[config.mk]
export PLATFORM = sky130hd
export DESIGN_NAME = irq_ctrl_flat
export DESIGN_NICKNAME = d
export VERILOG_FILES = /design/src/rtl/irq_ctrl_if.sv /design/src/rtl/irq_ctrl.sv /design/src/flat_wrapper.sv
export SDC_FILE = /design/constraint.sdc
export NUM_CORES = 1
export LEC_CHECK = 0
export CAP_MARGIN = 10
export CORE_MARGIN = 2
export CORE_UTILIZATION = 55
export DETAILED_ROUTE_END_ITERATION = 7
export PLACE_DENSITY = 0.92
export SYNTH_ARGS = -nofsm -noshare
export SYNTH_HDL_FRONTEND = slang
export SYNTH_SLANG_ARGS = --single-unit
[constraint.sdc]
create_clock -name i_clk -period 4.2 [get_ports i_clk]
set_input_delay 0.84 -clock i_clk [delete_from_list [all_inputs] [get_ports i_clk]]
set_output_delay 0.84 -clock i_clk [all_outputs]
set_load 0.1 [all_outputs]
[src/rtl/irq_ctrl_if.sv]
// CPU data/instruction bus as seen by a memory-mapped responder.
// Signal names carry the responder's direction (i_ = into responder).
interface irq_ctrl_if;
   logic [15:0] i_mem_addr;
   logic [15:0] i_mem_write_data;
   logic        i_ram_we;
   logic [15:0] o_rdata;
   logic        o_sel;

   modport master (
      output i_mem_addr, i_mem_write_data, i_ram_we,
      input  o_rdata, o_sel
   );

   modport slave (
      input  i_mem_addr, i_mem_write_data, i_ram_we,
      output o_rdata, o_sel
   );
endinterface

[src/rtl/irq_ctrl.sv]
// Memory-mapped interrupt controller: synchronizes NSRC sources, latches them
// as pending (edge or level), and drives a prioritized request + vector to the CPU.
module irq_ctrl #(
   parameter int unsigned NSRC        = 8,
   parameter logic [15:0] BASE        = 16'hFF00,
   parameter int unsigned VEC_STRIDE  = 4,
   parameter int unsigned SYNC_STAGES = 2
) (
   input  logic             i_clk,
   input  logic             i_rst,
   input  logic             i_ce,
   irq_ctrl_if.slave        bus,
   input  logic [NSRC-1:0]  i_src,
   output logic             o_int,
   output logic [15:0]      o_int_addr
);
   localparam logic [15:0] VBASE_RST   = 16'h2100;
   localparam logic [15:0] OFF_PENDING = 16'd0;
   localparam logic [15:0] OFF_ENABLE  = 16'd1;
   localparam logic [15:0] OFF_MODE    = 16'd2;
   localparam logic [15:0] OFF_VBASE   = 16'd3;
   localparam logic [15:0] OFF_ACTIVE  = 16'd4;
   localparam logic [15:0] OFF_SWSET   = 16'd5;
   localparam logic [15:0] NUM_REGS    = 16'd6;

   logic [SYNC_STAGES-1:0][NSRC-1:0] r_sync;
   logic [NSRC-1:0] r_s_d;
   logic [NSRC-1:0] r_pending;
   logic [NSRC-1:0] r_enable;
   logic [NSRC-1:0] r_mode;
   logic [15:0]     r_vbase;

   logic [NSRC-1:0] w_s;
   logic [15:0]     w_off;
   logic            w_hit;
   logic            w_wr;
   logic [NSRC-1:0] w_wmask;
   logic [NSRC-1:0] w_w1c;
   logic [NSRC-1:0] w_swset;
   logic [NSRC-1:0] w_set;
   logic [NSRC-1:0] w_pend_nxt;
   logic [NSRC-1:0] w_act;
   logic            w_any;
   logic [3:0]      w_id;
   logic [15:0]     w_vec;
   logic [15:0]     w_rd;

   assign w_s     = r_sync[SYNC_STAGES-1];
   assign w_off   = bus.i_mem_addr - BASE;
   assign w_hit   = (w_off < NUM_REGS);
   assign w_wr    = bus.i_ram_we & w_hit;
   assign w_wmask = bus.i_mem_write_data[NSRC-1:0];
   assign w_w1c   = (w_wr && (w_off == OFF_PENDING)) ? w_wmask : '0;
   assign w_swset = (w_wr && (w_off == OFF_SWSET))   ? w_wmask : '0;

   // Edge bits: set (rise or SWSET) beats W1C. Level bits follow the synced input.
   assign w_set      = (w_s & ~r_s_d) | w_swset;
   assign w_pend_nxt = (r_mode & ((r_pending & ~w_w1c) | w_set)) | (~r_mode & w_s);

   assign w_act = r_pending & r_enable;
   assign w_any = |w_act;
   assign w_vec = r_vbase + 16'(w_id) * 16'(VEC_STRIDE);

   // Lowest active index wins.
   always_comb begin
      w_id = 4'd0;
      for (int i = int'(NSRC) - 1; i >= 0; i--) begin
         if (w_act[i]) w_id = 4'(i);
      end
   end

   always_comb begin
      w_rd = 16'h0000;
      case (w_off)
         OFF_PENDING: w_rd = 16'(r_pending);
         OFF_ENABLE:  w_rd = 16'(r_enable);
         OFF_MODE:    w_rd = 16'(r_mode);
         OFF_VBASE:   w_rd = r_vbase;
         OFF_ACTIVE:  w_rd = {w_any, 11'd0, w_id};
         default:     w_rd = 16'h0000;
      endcase
   end

   always_ff @(posedge i_clk) begin
      if (!i_rst) begin
         r_sync      <= '0;
         r_s_d       <= '0;
         r_pending   <= '0;
         r_enable    <= '0;
         r_mode      <= '0;
         r_vbase     <= VBASE_RST;
         o_int       <= 1'b0;
         o_int_addr  <= 16'h0000;
         bus.o_rdata <= 16'h0000;
         bus.o_sel   <= 1'b0;
      end else if (i_ce) begin
         r_sync[0] <= i_src;
         for (int k = 1; k < int'(SYNC_STAGES); k++) r_sync[k] <= r_sync[k-1];
         r_s_d     <= w_s;
         r_pending <= w_pend_nxt;

         if (w_wr) begin
            case (w_off)
               OFF_ENABLE: r_enable <= w_wmask;
               OFF_MODE:   r_mode   <= w_wmask;
               OFF_VBASE:  r_vbase  <= bus.i_mem_write_data;
               default:    ;
            endcase
         end

         o_int <= w_any;
         if (w_any) o_int_addr <= w_vec;

         bus.o_rdata <= w_hit ? w_rd : 16'h0000;
         bus.o_sel   <= w_hit;
      end
   end
endmodule

[src/flat_wrapper.sv]
// flat-port wrapper written by rule: the top's interface ports become plain ports
module irq_ctrl_flat 
#(
   parameter int unsigned NSRC        = 8,
   parameter logic [15:0] BASE        = 16'hFF00,
   parameter int unsigned VEC_STRIDE  = 4,
   parameter int unsigned SYNC_STAGES = 2
)
  (i_clk, i_rst, i_ce, i_src, o_int, o_int_addr, bus_i_mem_addr, bus_i_mem_write_data, bus_i_ram_we, bus_o_rdata, bus_o_sel);
  irq_ctrl_if bus_i ();
  input  logic i_clk;
  input  logic i_rst;
  input  logic i_ce;
  input  logic [NSRC-1:0] i_src;
  output logic o_int;
  output logic [15:0] o_int_addr;
  input wire logic [$bits(bus_i.i_mem_addr)-1:0] bus_i_mem_addr;
  input wire logic [$bits(bus_i.i_mem_write_data)-1:0] bus_i_mem_write_data;
  input wire logic [$bits(bus_i.i_ram_we)-1:0] bus_i_ram_we;
  output wire logic [$bits(bus_i.o_rdata)-1:0] bus_o_rdata;
  output wire logic [$bits(bus_i.o_sel)-1:0] bus_o_sel;
  assign bus_i.i_mem_addr = bus_i_mem_addr;
  assign bus_i.i_mem_write_data = bus_i_mem_write_data;
  assign bus_i.i_ram_we = bus_i_ram_we;
  assign bus_o_rdata = bus_i.o_rdata;
  assign bus_o_sel = bus_i.o_sel;
  irq_ctrl #(.NSRC(NSRC), .BASE(BASE), .VEC_STRIDE(VEC_STRIDE), .SYNC_STAGES(SYNC_STAGES)) u_core (.i_clk(i_clk), .i_rst(i_rst), .i_ce(i_ce), .bus(bus_i), .i_src(i_src), .o_int(o_int), .o_int_addr(o_int_addr));
endmodule
## Word level (Yosys, flattened, before mapping)

Cells that the tools add are included.

- Add/sub/neg operators: 2
- $lt $le $gt $ge: 1
- Eq/ne operators: 5
- Multiplexer cells: 12
- Bitwise logic cells: 12
- Reductions and logical operators: 8

Operator list:

| kind | number |
|---|---|
| $pmux W16 S5 | 1 |
| $and A8 B8 Y8 | 5 |
| $eq A16 B2 Y1 const B | 2 |
| $eq A16 B3 Y1 const B | 2 |
| $mux W3 | 8 |
| $not A8 Y8 | 3 |
| $or A8 B8 Y8 | 3 |
| $add A16 B5 Y16 | 1 |
| $eq A16 B1 Y1 const B | 1 |
| $logic_not A16 Y1 | 1 |
| $lt A16 B3 Y1 const B | 1 |
| $mux W16 | 1 |
| $mux W8 | 2 |
| $sub A16 B16 Y16 const B | 1 |
| $reduce_and A3 Y1 | 3 |
| $reduce_or A8 Y1 | 1 |
| $logic_and A1 B1 Y1 | 2 |
| $reduce_and A2 Y1 | 1 |
| $and A1 B1 Y1 | 1 |

- Register bits: 98
- Input bits: 44
- Output and inout bits: 34
- Word-level logic and storage cells: 51

## Depth between registers and ports, before layout

- Depth in word-level cells: 11
- Depth in mapped cells: 10
- Mapped depth without buffers: 10

## Worst setup path after synthesis

Ideal clock, no wire load.

- Path type: register to register
- Start: register u_core.r_enable[2]
- End: register u_core.o_int_addr[15]
- Setup time: 75 ps
- Arrival: 2167 ps
- Data required time: 4125 ps
- Setup slack: 1959 ps
- Stages on the path, launching flop included: 9
- Buffers on the path: 0
- Period minus slack after synthesis: 2241 ps
- Cell sequence: dfxtp_1 -> a22oi_1 -> o21ai_0 -> and2_1 -> ha_1 -> nand3_1 -> a21o_1 -> or4b_1 -> a31oi_1

- Cells in the longest elaborated chain, start to end: 5
- Elaborated cells between the ends (all ways): 7
- Those cells by class: 1 x add/sub; 3 x mux; 1 x bitwise; 2 x reduce/logical

RTL lines:

| element | RTL line | text |
|---|---|---|
| start: declaration | irq_ctrl.sv:29 | `logic [NSRC-1:0] r_enable;` |
| start signal: assignment | irq_ctrl.sv:104 | `OFF_ENABLE: r_enable <= w_wmask;` |
| $and A8 B8 Y8 * | irq_ctrl.sv:60 | `assign w_act = r_pending & r_enable;` |
| $mux W3 (3 in series) | irq_ctrl.sv:68 | `if (w_act[i]) w_id = 4'(i);` |
| $add A16 B5 Y16 | irq_ctrl.sv:62 | `assign w_vec = r_vbase + 16'(w_id) * 16'(VEC_STRIDE);` |
| end signal: assignment | irq_ctrl.sv:112 | `if (w_any) o_int_addr <= w_vec;` |
| end: declaration | irq_ctrl.sv:15 | `output logic [15:0] o_int_addr` |

Mark *: on every way between the ends. The rest lies on a longest branch, timed or not.
A chain may end at the register's enable or synchronous reset.

## Final worst setup path

- Start: input bus_i_mem_addr[0]
- End: register u_core.r_vbase[0]

- Cells in the longest elaborated chain, start to end: 4
- Elaborated cells between the ends (all ways): 5
- Those cells by class: 1 x add/sub; 1 x order compare; 1 x eq/ne; 1 x bitwise; 1 x reduce/logical

RTL lines:

| element | RTL line | text |
|---|---|---|
| start: declaration | flat_wrapper.sv:17 | `input wire logic [$bits(bus_i.i_mem_addr)-1:0] bus_i_mem_addr;` |
| $sub A16 B16 Y16 * | irq_ctrl.sv:49 | `assign w_off = bus.i_mem_addr - BASE;` |
| $lt A16 B3 Y1 | irq_ctrl.sv:50 | `assign w_hit = (w_off < NUM_REGS);` |
| $and A1 B1 Y1 | irq_ctrl.sv:51 | `assign w_wr = bus.i_ram_we & w_hit;` |
| $reduce_and A3 Y1 (no line) * | n/a |  |
| end signal: assignment | irq_ctrl.sv:106 | `OFF_VBASE: r_vbase <= bus.i_mem_write_data;` |
| end: declaration | irq_ctrl.sv:31 | `logic [15:0] r_vbase;` |

Marks and branches as above.

==> results.json <==
{
  "hold_buffers": 0,
  "antenna_cells": 0,
  "post_cts_buffers": 0,
  "post_cts_resized": 0,
  "cellLeakagePower_nw": 1.92,
  "slew_headroom": 0.350,
  "drt_iter0_drc": 332,
  "clock-sinks": 98,
  "most-common-layout-cells": "dfxtp_1 (98), clkdlybuf4s50_1 (77), a21oi_1 (54)",
  "fin_hold_ws_ns": 0.441,
  "avgRoutedWirePerCell_um": 18.5,
  "setup_tns_ns": 0,
  "slowest_delay_ns": 0.96,
  "ant_nets": 0,
  "cp_num_buf_inv": 2,
  "finalCritPeriodShare": 0.657,
  "io_pins": 78,
  "die_area_um2": 9150,
  "cts_buffers": 9,
  "dp.cells": 686,
  "avgSynthCellArea_um2": 8.70,
  "avgViaCountPerCell": 6.37,
  "path_cells": "clkdlybuf4s50_1, and2_1, buf_4, nand2_1, o21ai_0, a21oi_1",
  "nets": 640,
  "finClkSkew_ns": 0.0164,
  "routabilityCongestion": 0.933,
  "synthFlopType": "dfxtp_1",
  "busiest_layer": "met2",
  "worst_slew_pin_slew_ns": 0.973,
  "synth_cell_type_count": 54,
  "synth.area.top_cells": "dfxtp_1 (42%), mux2i_1 (6.1%), a21oi_1 (5.8%)",
  "cts_htree_levels": 3,
  "max_cap_viol_count": 0,
  "synth_area_um2": 4620,
  "path_class": "in -> reg",
  "synth.top_cell.area_share": 0.425,
  "antenna_found_initial": 0,
  "fill_cells": 622,
  "cp_top_family": "buffers and inverters",
  "coreArea_um2": 8180,
  "crit_slowest_cell": "clkdlybuf4s50_1",
  "post_dp_cell_area_um2": 5460,
  "cts_tree": "yes",
  "rows": 33,
  "cp_data_arrival_time_ns": 2.99,
  "post-place-ws_ns": 1.11,
  "timing.final.max_slew_violations": 0,
  "synth_area_leader_cell": "dfxtp_1",
  "numPortBuffers": 77,
  "instances_no_fill": 702,
  "finalHoldViolCount": 0,
  "drc": 0,
  "gr-usage-all-layers": 0.293,
  "cts.reportedPaths.clkPinSlew_ns": 0.10,
  "rsz0062_at_grt": "no",
  "met3_usage": 0.0451,
  "ys_ff_latch": 98,
  "min_period_ns": 2.76,
  "fmax_ghz": 0.362,
  "grt_pass1_vias": 4211,
  "root_buffer": "clkbuf_8",
  "p_total_mw": 1.73,
  "area_growth_pct": 22.7,
  "insertion_delay_ns": 0.36,
  "die_w_um": 95.7,
  "final_common_cell": "dfxtp_1",
  "p_per_area_nw_per_um2": 305,
  "fin_ws_ns": 1.44,
  "use_met1": 0.387,
  "syn_inst": 531,
  "clk_path_buf_depth": 2,
  "hold_path.class": "reg -> reg",
  "status": "finished, final reports clean",
  "syn_nets": 579,
  "peakVddDrop_mv": 0.240,
  "ys_warn_count": 0,
  "required_ns": 4.43,
  "detail_route.first_pass.iterations": 6,
  "drive_gt1_frac": 0.0720,
  "fin_area_um2": 5670,
  "hpwl_um": 9190,
  "worstSetupStartpointType": "input port",
  "gr-total-overflow": 0,
  "grt_use_met2": 0.480,
  "setup_viol": 0,
  "path_max_fanout": 19,
  "synth_edf_count": 0,
  "synthArstFlopShare": 0,
  "grt_max_degree": 41,
  "endpoint_kind": "register",
  "drt-total-wl_um": 13000,
  "vias": 4469,
  "final_util": 0.694,
  "start_util": 0.565,
  "fp.dieH_um": 95.7,
  "synth-seq-area-share": 0.425,
  "grt_pass1_wl_um": 20900
}
[cell usage after synthesis, types with 2 or more instances]
cell	count
dfxtp_1	98
a21oi_1	54
nand2_1	44
o21ai_0	41
nand3_1	36
nor2_1	35
nand4_1	30
mux2i_1	28
clkbuf_1	24
buf_2	13
inv_1	13
nor3_1	13
xnor2_1	10
mux4_2	8
o311ai_0	8
o221ai_1	7
and2_1	6
a211oi_1	4
a22oi_1	4
nor2b_1	4
or3_1	4
a22o_1	3
a31oi_1	3
ha_1	3
nor4_1	3
a32o_1	2
and2b_1	2
and4_1	2
nand2b_1	2
o21ai_1	2
or4b_1	2
[routing by layer]
layer / wire length [um] / up-vias
li1: - / 2078
met1: 5270 / 2070
met2: 6120 / 265
met3: 1110 / 56
met4: 468 / 0
met5: 0 / -
[registers in the layout (all words and copies together), names as in the netlist]
name,count
u_core.o_int,1
u_core.w_s,8
u_core.r_s_d,8
u_core.bus.o_rdata,16
u_core.r_mode,8
u_core.bus.o_sel,1
u_core.o_int_addr,16
u_core.r_vbase,16
u_core.r_enable,8
u_core.r_pending,8
u_core.r_sync,8
[tightest hold or removal path, stage by stage (launching register included)]
cell and delay (ns):
dfxtp_1 0.32, nand2_1 0.05, nand2_1 0.04
[cells by family after synthesis]
kind of cell | after synthesis | synth area share
muxes | 36 | 0.0996
DFF | 98 | 0.425
AOI/OAI and AO/OA | 139 | 0.183
adders and majority gates | 4 | 0.0125
buffers and inverters | 53 | 0.0490
xor gates and xnor gates | 10 | 0.0190
and+or+nand+nor | 191 | 0.212
[worst paths after layout]
kind	start	to	slack (ns)	cells past startpoint
worst max-delay path	bus_i_mem_addr[0]	u_core.r_vbase[0]	1.44	6
worst min-delay path	u_core.bus.o_rdata[4]	u_core.bus.o_rdata[4]	0.44	2
worst max register to register	u_core.r_pending[0]	u_core.o_int_addr[8]	1.45	10
worst min register to register	u_core.bus.o_rdata[4]	u_core.bus.o_rdata[4]	0.44	2
[power by group]
part           total [mW]  switching, mW  internal [mW]
registers           0.946        0.00812          0.938
clock network       0.649          0.337          0.312
logic               0.136         0.0728         0.0629
[area by class of cell]
| cell class | instances | area [um2] | area share |
|---|---|---|---|
| inverters | 14 | 52.6 | 0.00927 |
| well taps | 105 | 131 | 0.0232 |
| clock buffers | 11 | 151 | 0.0267 |
| multi-input cells | 380 | 2440 | 0.430 |
| clock inverters | 5 | 60.1 | 0.0106 |
| repair buffers | 89 | 873 | 0.154 |
| flip-flops and latches | 98 | 1960 | 0.346 |
Note: power is estimated with default switching activity, not from simulation.
